<file path="src/rtl/dmem_ctrl_pkg.sv">
// rtl/dmem_ctrl_pkg.sv - memop encodings, size codes, FSM states and decode helpers for dmem_ctrl
package dmem_ctrl_pkg;

    localparam int MMOP_W = 4;

    localparam logic [MMOP_W-1:0] MOP_NOP = 4'd0;
    localparam logic [MMOP_W-1:0] MOP_LB  = 4'd1;
    localparam logic [MMOP_W-1:0] MOP_LBU = 4'd2;
    localparam logic [MMOP_W-1:0] MOP_LH  = 4'd3;
    localparam logic [MMOP_W-1:0] MOP_LHU = 4'd4;
    localparam logic [MMOP_W-1:0] MOP_LW  = 4'd5;
    localparam logic [MMOP_W-1:0] MOP_SB  = 4'd6;
    localparam logic [MMOP_W-1:0] MOP_SH  = 4'd7;
    localparam logic [MMOP_W-1:0] MOP_SW  = 4'd8;

    localparam logic [1:0] SIZE_BYTE = 2'd0;
    localparam logic [1:0] SIZE_HALF = 2'd1;
    localparam logic [1:0] SIZE_WORD = 2'd2;

    typedef enum logic [2:0] {
        ST_IDLE,
        ST_ADDR,
        ST_DATA,
        ST_DONE,
        ST_DISCARD
    } state_e;

    function automatic logic is_load(input logic [MMOP_W-1:0] op);
        return (op == MOP_LB) || (op == MOP_LBU) || (op == MOP_LH) ||
               (op == MOP_LHU) || (op == MOP_LW);
    endfunction

    function automatic logic is_store(input logic [MMOP_W-1:0] op);
        return (op == MOP_SB) || (op == MOP_SH) || (op == MOP_SW);
    endfunction

    // Unknown encodings size as byte so an idle/reset controller drives size 0.
    function automatic logic [1:0] op_size(input logic [MMOP_W-1:0] op);
        logic [1:0] s;
        case (op)
            MOP_LH, MOP_LHU, MOP_SH: s = SIZE_HALF;
            MOP_LW, MOP_SW:          s = SIZE_WORD;
            default:                 s = SIZE_BYTE;
        endcase
        return s;
    endfunction

    function automatic logic misaligned(input logic [MMOP_W-1:0] op, input logic [1:0] lo);
        logic [1:0] s;
        s = op_size(op);
        return ((s == SIZE_HALF) && lo[0]) || ((s == SIZE_WORD) && (lo != 2'b00));
    endfunction

    // Clears the address bits below the access size; identity for aligned accesses.
    function automatic logic [31:0] align_addr(input logic [MMOP_W-1:0] op, input logic [31:0] a);
        logic [31:0] r;
        case (op_size(op))
            SIZE_HALF: r = {a[31:1], 1'b0};
            SIZE_WORD: r = {a[31:2], 2'b00};
            default:   r = a;
        endcase
        return r;
    endfunction

endpackage

</file>
<file path="src/rtl/dmem_lane.sv">
// rtl/dmem_lane.sv - store byte-lane/strobe replication and load lane extraction with extension
module dmem_lane
    import dmem_ctrl_pkg::*;
(
    input  logic [MMOP_W-1:0] memop,
    input  logic [1:0]        byte_off,
    input  logic [31:0]       wdata,
    input  logic [31:0]       rdata,
    output logic [3:0]        wstrb,
    output logic [31:0]       lane_wdata,
    output logic [31:0]       load_data
);

    logic [7:0]  byte_sel;
    logic [15:0] half_sel;

    // Pick the addressed byte and half-word out of the returned word.
    always_comb begin
        case (byte_off)
            2'd0:    byte_sel = rdata[7:0];
            2'd1:    byte_sel = rdata[15:8];
            2'd2:    byte_sel = rdata[23:16];
            default: byte_sel = rdata[31:24];
        endcase
        half_sel = byte_off[1] ? rdata[31:16] : rdata[15:0];
    end

    // Strobes and replicated store data, and sign/zero-extended load data, per memop.
    always_comb begin
        wstrb      = 4'b0000;
        lane_wdata = wdata;
        load_data  = 32'h0;
        case (memop)
            MOP_SB: begin
                wstrb      = 4'b0001 << byte_off;
                lane_wdata = {4{wdata[7:0]}};
            end
            MOP_SH: begin
                wstrb      = byte_off[1] ? 4'b1100 : 4'b0011;
                lane_wdata = {2{wdata[15:0]}};
            end
            MOP_SW:  wstrb     = 4'b1111;
            MOP_LB:  load_data = {{24{byte_sel[7]}}, byte_sel};
            MOP_LBU: load_data = {24'h0, byte_sel};
            MOP_LH:  load_data = {{16{half_sel[15]}}, half_sel};
            MOP_LHU: load_data = {16'h0, half_sel};
            MOP_LW:  load_data = rdata;
            default: ;
        endcase
    end

endmodule

</file>
<file path="src/rtl/dmem_ctrl.sv">
// rtl/dmem_ctrl.sv - MEM-stage data bus sequencer and stall source; DMEM_ALIGN_CHECK_EN enables address-error detection
module dmem_ctrl
    import dmem_ctrl_pkg::*;
(
    input  logic              clk,
    input  logic              rst,
    input  logic              req_valid,
    input  logic [MMOP_W-1:0] memop,
    input  logic [31:0]       addr,
    input  logic [31:0]       wdata,
    input  logic              flush,
    input  logic              pipe_stall,
    output logic              stall_o,
    output logic [31:0]       rdata_o,
    output logic              rdata_valid_o,
    output logic              data_req,
    output logic              data_wr,
    output logic [1:0]        data_size,
    output logic [31:0]       data_addr,
    output logic [3:0]        data_wstrb,
    output logic [31:0]       data_wdata,
    input  logic              data_addr_ok,
    input  logic              data_data_ok,
    input  logic [31:0]       data_rdata,
    output logic              adel_o,
    output logic              ades_o
);

    state_e            state_q, state_d;
    logic [MMOP_W-1:0] op_q;
    logic [31:0]       addr_q;
    logic [31:0]       wdata_q;
    logic [31:0]       rdata_q;
    logic              abort_q, abort_d;
    logic              latch;
    logic              capture;
    logic              misalign;
    logic              accept;
    logic [31:0]       load_data;

`ifdef DMEM_ALIGN_CHECK_EN
    assign misalign = misaligned(memop, addr[1:0]);
    assign adel_o   = (state_q == ST_IDLE) & req_valid & ~flush & is_load(memop) & misalign;
    assign ades_o   = (state_q == ST_IDLE) & req_valid & ~flush & is_store(memop) & misalign;
`else
    assign misalign = 1'b0;
    assign adel_o   = 1'b0;
    assign ades_o   = 1'b0;
`endif

    assign accept = (state_q == ST_IDLE) & req_valid & ~flush & ~misalign &
                    (is_load(memop) | is_store(memop));

    // Bus request fields come straight from the latched op so they stay stable until addr_ok.
    assign data_addr = addr_q;
    assign data_size = op_size(op_q);
    assign data_wr   = (state_q == ST_ADDR) & is_store(op_q);
    assign rdata_o   = rdata_q;

    dmem_lane u_lane (
        .memop      (op_q),
        .byte_off   (addr_q[1:0]),
        .wdata      (wdata_q),
        .rdata      (data_rdata),
        .wstrb      (data_wstrb),
        .lane_wdata (data_wdata),
        .load_data  (load_data)
    );

    // State and pending-flush registers.
    always_ff @(posedge clk or posedge rst) begin
        if (rst) begin
            state_q <= ST_IDLE;
            abort_q <= 1'b0;
        end else begin
            state_q <= state_d;
            abort_q <= abort_d;
        end
    end

    // Capture the accepted op and, for loads, the extended read data.
    always_ff @(posedge clk or posedge rst) begin
        if (rst) begin
            op_q    <= MOP_NOP;
            addr_q  <= 32'h0;
            wdata_q <= 32'h0;
            rdata_q <= 32'h0;
        end else begin
            if (latch) begin
                op_q    <= memop;
                addr_q  <= align_addr(memop, addr);
                wdata_q <= wdata;
            end
            if (capture) begin
                rdata_q <= load_data;
            end
        end
    end

    // Next state, stall, request and result-valid; a flush only redirects an issued transfer to DISCARD.
    always_comb begin
        state_d       = state_q;
        abort_d       = abort_q;
        stall_o       = 1'b0;
        data_req      = 1'b0;
        rdata_valid_o = 1'b0;
        latch         = 1'b0;
        capture       = 1'b0;
        case (state_q)
            ST_IDLE: begin
                abort_d = 1'b0;
                if (accept) begin
                    latch   = 1'b1;
                    stall_o = 1'b1;
                    state_d = ST_ADDR;
                end
            end
            ST_ADDR: begin
                stall_o  = 1'b1;
                data_req = 1'b1;
                if (flush) begin
                    abort_d = 1'b1;
                end
                if (data_addr_ok) begin
                    abort_d = 1'b0;
                    state_d = (abort_q | flush) ? ST_DISCARD : ST_DATA;
                end
            end
            ST_DATA: begin
                stall_o = 1'b1;
                if (flush) begin
                    state_d = data_data_ok ? ST_IDLE : ST_DISCARD;
                end else if (data_data_ok) begin
                    capture = is_load(op_q);
                    state_d = ST_DONE;
                end
            end
            ST_DONE: begin
                rdata_valid_o = is_load(op_q) & ~flush;
                if (flush | ~pipe_stall) begin
                    state_d = ST_IDLE;
                end
            end
            ST_DISCARD: begin
                stall_o = req_valid;
                if (data_data_ok) begin
                    state_d = ST_IDLE;
                end
            end
            default: state_d = ST_IDLE;
        endcase
    end

endmodule

</file>
<file path="config.mk">
export PLATFORM = sky130hd
export DESIGN_NAME = dmem_ctrl
export DESIGN_NICKNAME = d
export VERILOG_FILES = /design/src/rtl/dmem_ctrl_pkg.sv /design/src/rtl/dmem_lane.sv /design/src/rtl/dmem_ctrl.sv
export SDC_FILE = /design/constraint.sdc
export NUM_CORES = 1
export LEC_CHECK = 0
export ABC_AREA = 1
export BUFFER_PORTS_ARGS = -buffer_cell sky130_fd_sc_hd__buf_4
export CAP_MARGIN = 20
export CORE_AREA = 2 2 122 124
export CTS_BUF_LIST = sky130_fd_sc_hd__clkbuf_4 sky130_fd_sc_hd__clkbuf_8
export DETAILED_ROUTE_END_ITERATION = 6
export DIE_AREA = 0 0 124 126
export GPL_TIMING_DRIVEN = 0
export PLACE_DENSITY = 0.67
export SYNTH_ARGS = -nofsm -noshare
export SYNTH_HDL_FRONTEND = slang
export SYNTH_SLANG_ARGS = --single-unit
</file>
<file path="constraint.sdc">
create_clock -name clk -period 4.2 [get_ports clk]
set_clock_uncertainty 0.1 [all_clocks]
set_input_delay 0.63 -clock clk [delete_from_list [all_inputs] [get_ports clk]]
set_output_delay 0.63 -clock clk [all_outputs]
set_load 0.005 [all_outputs]
</file>
* Yosys cells after proc, flatten, opt, wreduce, memory -nomap -nowiden *
Cells that the tools add are included.

storage, ports and cells
  register bits after elaboration = 104
  input port bits = 107
  logic and storage cells = 99

operators by class
  equal/unequal tests = 30
  shift operators = 1
  multiplexer cells = 30
  bitwise logic cells = 10
  reduce and logical (&&, ||, !) cells = 22

operators by type and width
  operator                                              number
  case mux 32 bit (5 select lines)                      1
  case mux 32 bit (2 select lines)                      1
  equality test 4 x 3 -> 1 bit (second input constant)  8
  2-to-1 mux 3 bit                                      8
  case mux 8 bit (3 select lines)                       1
  equality test 4 x 2 -> 1 bit (second input constant)  4
  2-to-1 mux 16 bit                                     1
  case mux 3 bit (5 select lines)                       1
  logical OR 1 bit                                      12
  case mux 2 bit (2 select lines)                       3
  case mux 4 bit (3 select lines)                       1
  2-to-1 mux 1 bit                                      9
  equality test 4 x 1 -> 1 bit (second input constant)  2
  equality test 4 bit (second input constant)           2
  inequality test 2 bit (second input constant)         4
  equality test 3 x 2 -> 1 bit (second input constant)  2
  inequality test 3 bit (second input constant)         2
  OR reduction 2 bit                                    3
  OR reduction 3 bit                                    2
  AND 1 bit                                             5
  AND reduction 5 bit                                   1
  equality test 2 x 1 -> 1 bit (second input constant)  2
  equality test 2 bit (second input constant)           2
  2-to-1 mux 4 bit                                      1
  other kinds (12)                                      15

* Longest topological paths before layout *
  depth in word-level cells = 12
  depth in mapped cells = 10
  depth with buffers taken out = 9

* By module *
From an unflattened synthesis, not the netlist that was laid out.

unflattened totals
  cells, all modules = 814
  area, all modules = 5735.5 um^2

by module, submodules not included
  module     instances  cells each  area each (um^2)  sequential area each (um^2)
  dmem_ctrl  1          505         4346.7            2602.5
  dmem_lane  1          309         1388.8            0.0

* Worst setup path after synthesis *
No wires, ideal clock.

  path kind = input to output
  from = input port memop[0]
  to = output port stall_o
  arrival time = 1357 ps
  slack = 2113 ps
  cell stages on the path = 7
  path through = nor2_1 nand2_1 nand2_1 nand2_1 nand2_2 buf_2 nand4_1

between the ends
  word-level cells in the longest chain between the ends = 9
  elaborated cells on any way between the ends = 18
  those cells by class = eq/ne (8); mux (2); bitwise (2); reduce/logical (6)

ends and longest elaborated chain
  what                                                                                 RTL line             text
  start, declared                                                                      dmem_ctrl.sv:8       input logic [MMOP_W-1:0] memop,
  equality test 4 x 1 -> 1 bit / equality test 4 x 2 -> 1 bit (equally long branches)  dmem_ctrl_pkg.sv:29  return (op == MOP_LB) || (op == MOP_LBU) || (op == MOP_LH) ||
  logical OR 1 bit (3 in series)                                                       dmem_ctrl_pkg.sv:29
  logical OR 1 bit                                                                     dmem_ctrl_pkg.sv:30  (op == MOP_LHU) || (op == MOP_LW);
  bitwise OR 1 bit *                                                                   dmem_ctrl.sv:52      (is_load(memop) | is_store(memop));
  AND 1 bit *                                                                          dmem_ctrl.sv:51      assign accept = (state_q == ST_IDLE) & req_valid & ~flush & ~misalign &
  2-to-1 mux 1 bit *                                                                   dmem_ctrl.sv:112     if (accept) begin
  case mux 1 bit (3 select lines) *                                                    dmem_ctrl.sv:109     case (state_q)
  end, declared                                                                        dmem_ctrl.sv:13      output logic stall_o,

Every way passes the cells marked *; elsewhere a longest branch is shown, timed or not.

* Final worst setup path *
  from = register op_q[3]
  to = output port data_wdata[15]

between the ends
  word-level cells in the longest chain between the ends = 2
  elaborated cells on any way between the ends = 3
  those cells by class = eq/ne (2); mux (1)

ends and longest elaborated chain
  what                                RTL line         text
  start, declared                     dmem_ctrl.sv:30  logic [MMOP_W-1:0] op_q;
  start signal, assigned              dmem_ctrl.sv:90  op_q <= memop;
  equality test 4 x 3 -> 1 bit        dmem_lane.sv:33  case (memop)
  case mux 32 bit (2 select lines) *  dmem_lane.sv:33
  end, declared                       dmem_ctrl.sv:21  output logic [31:0] data_wdata,

Marked as above.

==> results.yml <==
sta:
  tns_ns: 0
  drv_slew: 0
  hold_viol_final: 0
  setup_viol_count_final: 0
  fin_crit_sh_pct: 69.07
  grt_setup_unrepaired: "false"
  min_period_ns: 2.901
  tightest_slew_ns: 0.7180
  fmax_mhz: 344.7
  relSlewSlack_pct: 52.13
  holdWs_ns: 0.1478
cts:
  h-tree-depth: 3
  cts_setup_buffers: 0
  cts_tree: "yes"
  numCtsBuffers: 9
  cts.clk_slew.worst_paths_ns: 0.11
  clkLatencyLatePin_ns: 0.39
  clock_path_buffers: 2
  cts_resized: 0
  cts_root_buf: "clkbuf_8"
  clock_sinks: 104
  hold_buffers: 0
critical_path:
  critPathMaxFanout: 10
  required_ns: 3.47
  r2r_start: "op_q[0]"
  cpPeakStageDelay_ns: 0.46
  worstPathCellList: "inv_1 -> nand2_1 -> nor2_2 -> buf_2 -> nand2_1 -> o22ai_1 -> inv_1 -> o21ai_0 -> buf_4"
  startpoint_type: "register"
  path_buf_inv: 4
  critPathLaunch: "op_q[3]"
  slowest_stage: "dfrtp_1"
  worstPathArrival_ns: 2.17
  critPathKind: "reg -> out"
  crit_family: "buffers and inverters"
  cp-end-kind: "output pin"
synthesis:
  avgSynthCellArea_sq_um: 7.032
  synth_ff_type: "dfrtp_1"
  ys_ff_latch: 104
  synth_cells: 805
  synth_cell_types: 27
  synth_edf_count: 0
  seq_area_frac_synth_pct: 45.98
  ys_async_sr_fraction_pct: 100.0
  synth_warnings: 0
  syn_area_sq_um: 5660
floorplan:
  die_area_sq_um: 15620
  num_io_pins: 215
  coreArea_sq_um: 14310
  row_count: 44
  start_util_pct: 39.55
  die_h_microns: 126
  fp.dieW_microns: 124
pwr:
  ir_drop_v: 0.0003561
  pwr-share-comb_pct: 50.6
  swShare_pct: 39.61
  p_per_area_nw_per_um2: 675.4
  p_clk_share_pct: 15.2
  power_mw: 5.245
  power_frac_seq_pct: 34.2
  switching_power_mw: 2.078
  internal-power_mw: 3.168
  p_leak_nw: 4.385
route:
  drtAntennaViolNets: 0
  vias_per_cell: 4.839
  drt_iter0_drc: 365
  drc_errors: 0
  drt_first_pass_iters: 5
  vias: 5899
  wl_mm: 17.83
  wl_per_cell_microns: 14.62
layout:
  diodes: 0
  finalNetCount: 1138
  layout-drive-gt1-share_pct: 28.31
  seq_area_sq_um: 2603
  multi_input_area_sq_um: 2524
  utilization_pct: 54.26
  area_delta_synth_final_pct: 37.20
  layout_commonest_cell: "nand2_1"
  fillers: 1462
  final_cell_mix: "nand2_1 (381), buf_4 (224), dfrtp_1 (104)"
  final-instance-count-excl-fill: 1219
global_route:
  grt-ovfl-total: 0
  antenna_found_initial: 0
  grt_pass1_vias: 5663
  grtUsageTotal_pct: 23.10
  grt_max_degree: 71
  grt_pass1_wl_mm: 27.92
place:
  io_buffers: 212
  gp_congestion: 0.8838
  dp.cells: 1203
  dp_hpwl_mm: 13.66
worst_hold_path:
  hold_class: "in -> async"
run:
  drv_cap: 0
run_status:
  status: "finished clean"
[cell usage after synthesis, types with 4 or more instances]
library cell | number | area [sq um]
a21oi_1 | 26 | 130.1
o211ai_1 | 4 | 30.03
o21ai_0 | 56 | 280.3
buf_6 | 13 | 146.4
clkbuf_1 | 5 | 18.77
nand3_1 | 25 | 125.1
buf_4 | 12 | 90.09
dfrtp_1 | 104 | 2603
o22ai_1 | 5 | 31.28
nor2_2 | 5 | 31.28
inv_1 | 49 | 183.9
nand2_1 | 381 | 1430
buf_2 | 12 | 60.06
o21ai_1 | 5 | 25.02
nand2_2 | 5 | 31.28
inv_2 | 9 | 33.78
nor2_1 | 76 | 285.3
[power by group through the flow]
stage / sequential, mW / combinational [mW] / clock [mW]
after floorplan: 1.78 / 1.37 / 0
after global placement: 1.80 / 2.64 / 0
after detailed placement: 1.80 / 2.67 / 0
after CTS: 1.80 / 2.68 / 0.817
after global routing: 1.86 / 2.97 / 0.860
final: 1.79 / 2.65 / 0.798
[worst register-to-register path, stage by stage, from the launching register on]
cell and delay [ns]:
dfrtp_1 0.39, buf_6 0.14, inv_1 0.09, nand2_1 0.09
a21oi_1 0.60, nand3_1 0.16, nand2_1 0.10, nor2_1 0.04
nor2_1 0.07
[flip-flops by register name, indices dropped and copies added (netlist names)]
name	count
rdata_o	32
op_q	4
data_addr	32
wdata_q	32
state_q	3
abort_q	1
[cell families after synthesis]
kind of cell / count (synthesis) / synth area share, %
and+or+nand+nor: 501 / 35.30
buffers and inverters: 101 / 9.505
DFF: 104 / 45.98
adders and majority gates: 1 / 0.2210
AOI/OAI and AO/OA: 97 / 8.930
other: 1 / 0.06625
[area by class of cell]
type                    instances  area share [%]
well taps                     184           2.964
inverters                      58           2.836
repair buffers                213           20.85
flip-flops and latches        104           33.51
multi-input cells             601           32.50
clock buffers                   9           1.595
plain buffers                  43           4.124
clock inverters                 7           1.627
[per-stage QoR]
step | cell area (sq um) | setup WS, ns
floorplan | 5664 | 0.7378
global placement | 7486 | -0.6112
detailed placement | 7516 | 1.601
CTS | 7766 | 1.272
global route | 7766 | 1.104
finish | 7766 | 1.299
[worst paths after layout]
kind / end / slack [ns] / cells past startpoint
setup / recovery: data_wdata[15] / 1.30 / 9
hold / removal: wdata_q[4] / 0.15 / 2
setup reg to reg: rdata_o[5] / 2.37 / 8
hold reg to reg: data_addr[7] / 0.39 / 2
max in group asynchronous: rdata_o[5] / 3.16 / 3
min in group clk: wdata_q[1] / 0.32 / 3
[layer usage]
metal | vias up | routed length (microns) | global-route usage [%]
li1 | 2930 | - | -
met1 | 2688 | 7389 | 29.59
met2 | 245 | 8213 | 36.52
met3 | 36 | 1771 | 6.929
met4 | 0 | 453 | 9.121
met5 | - | 0 | 0
No activity file was read; power rests on OpenSTA's default activity.
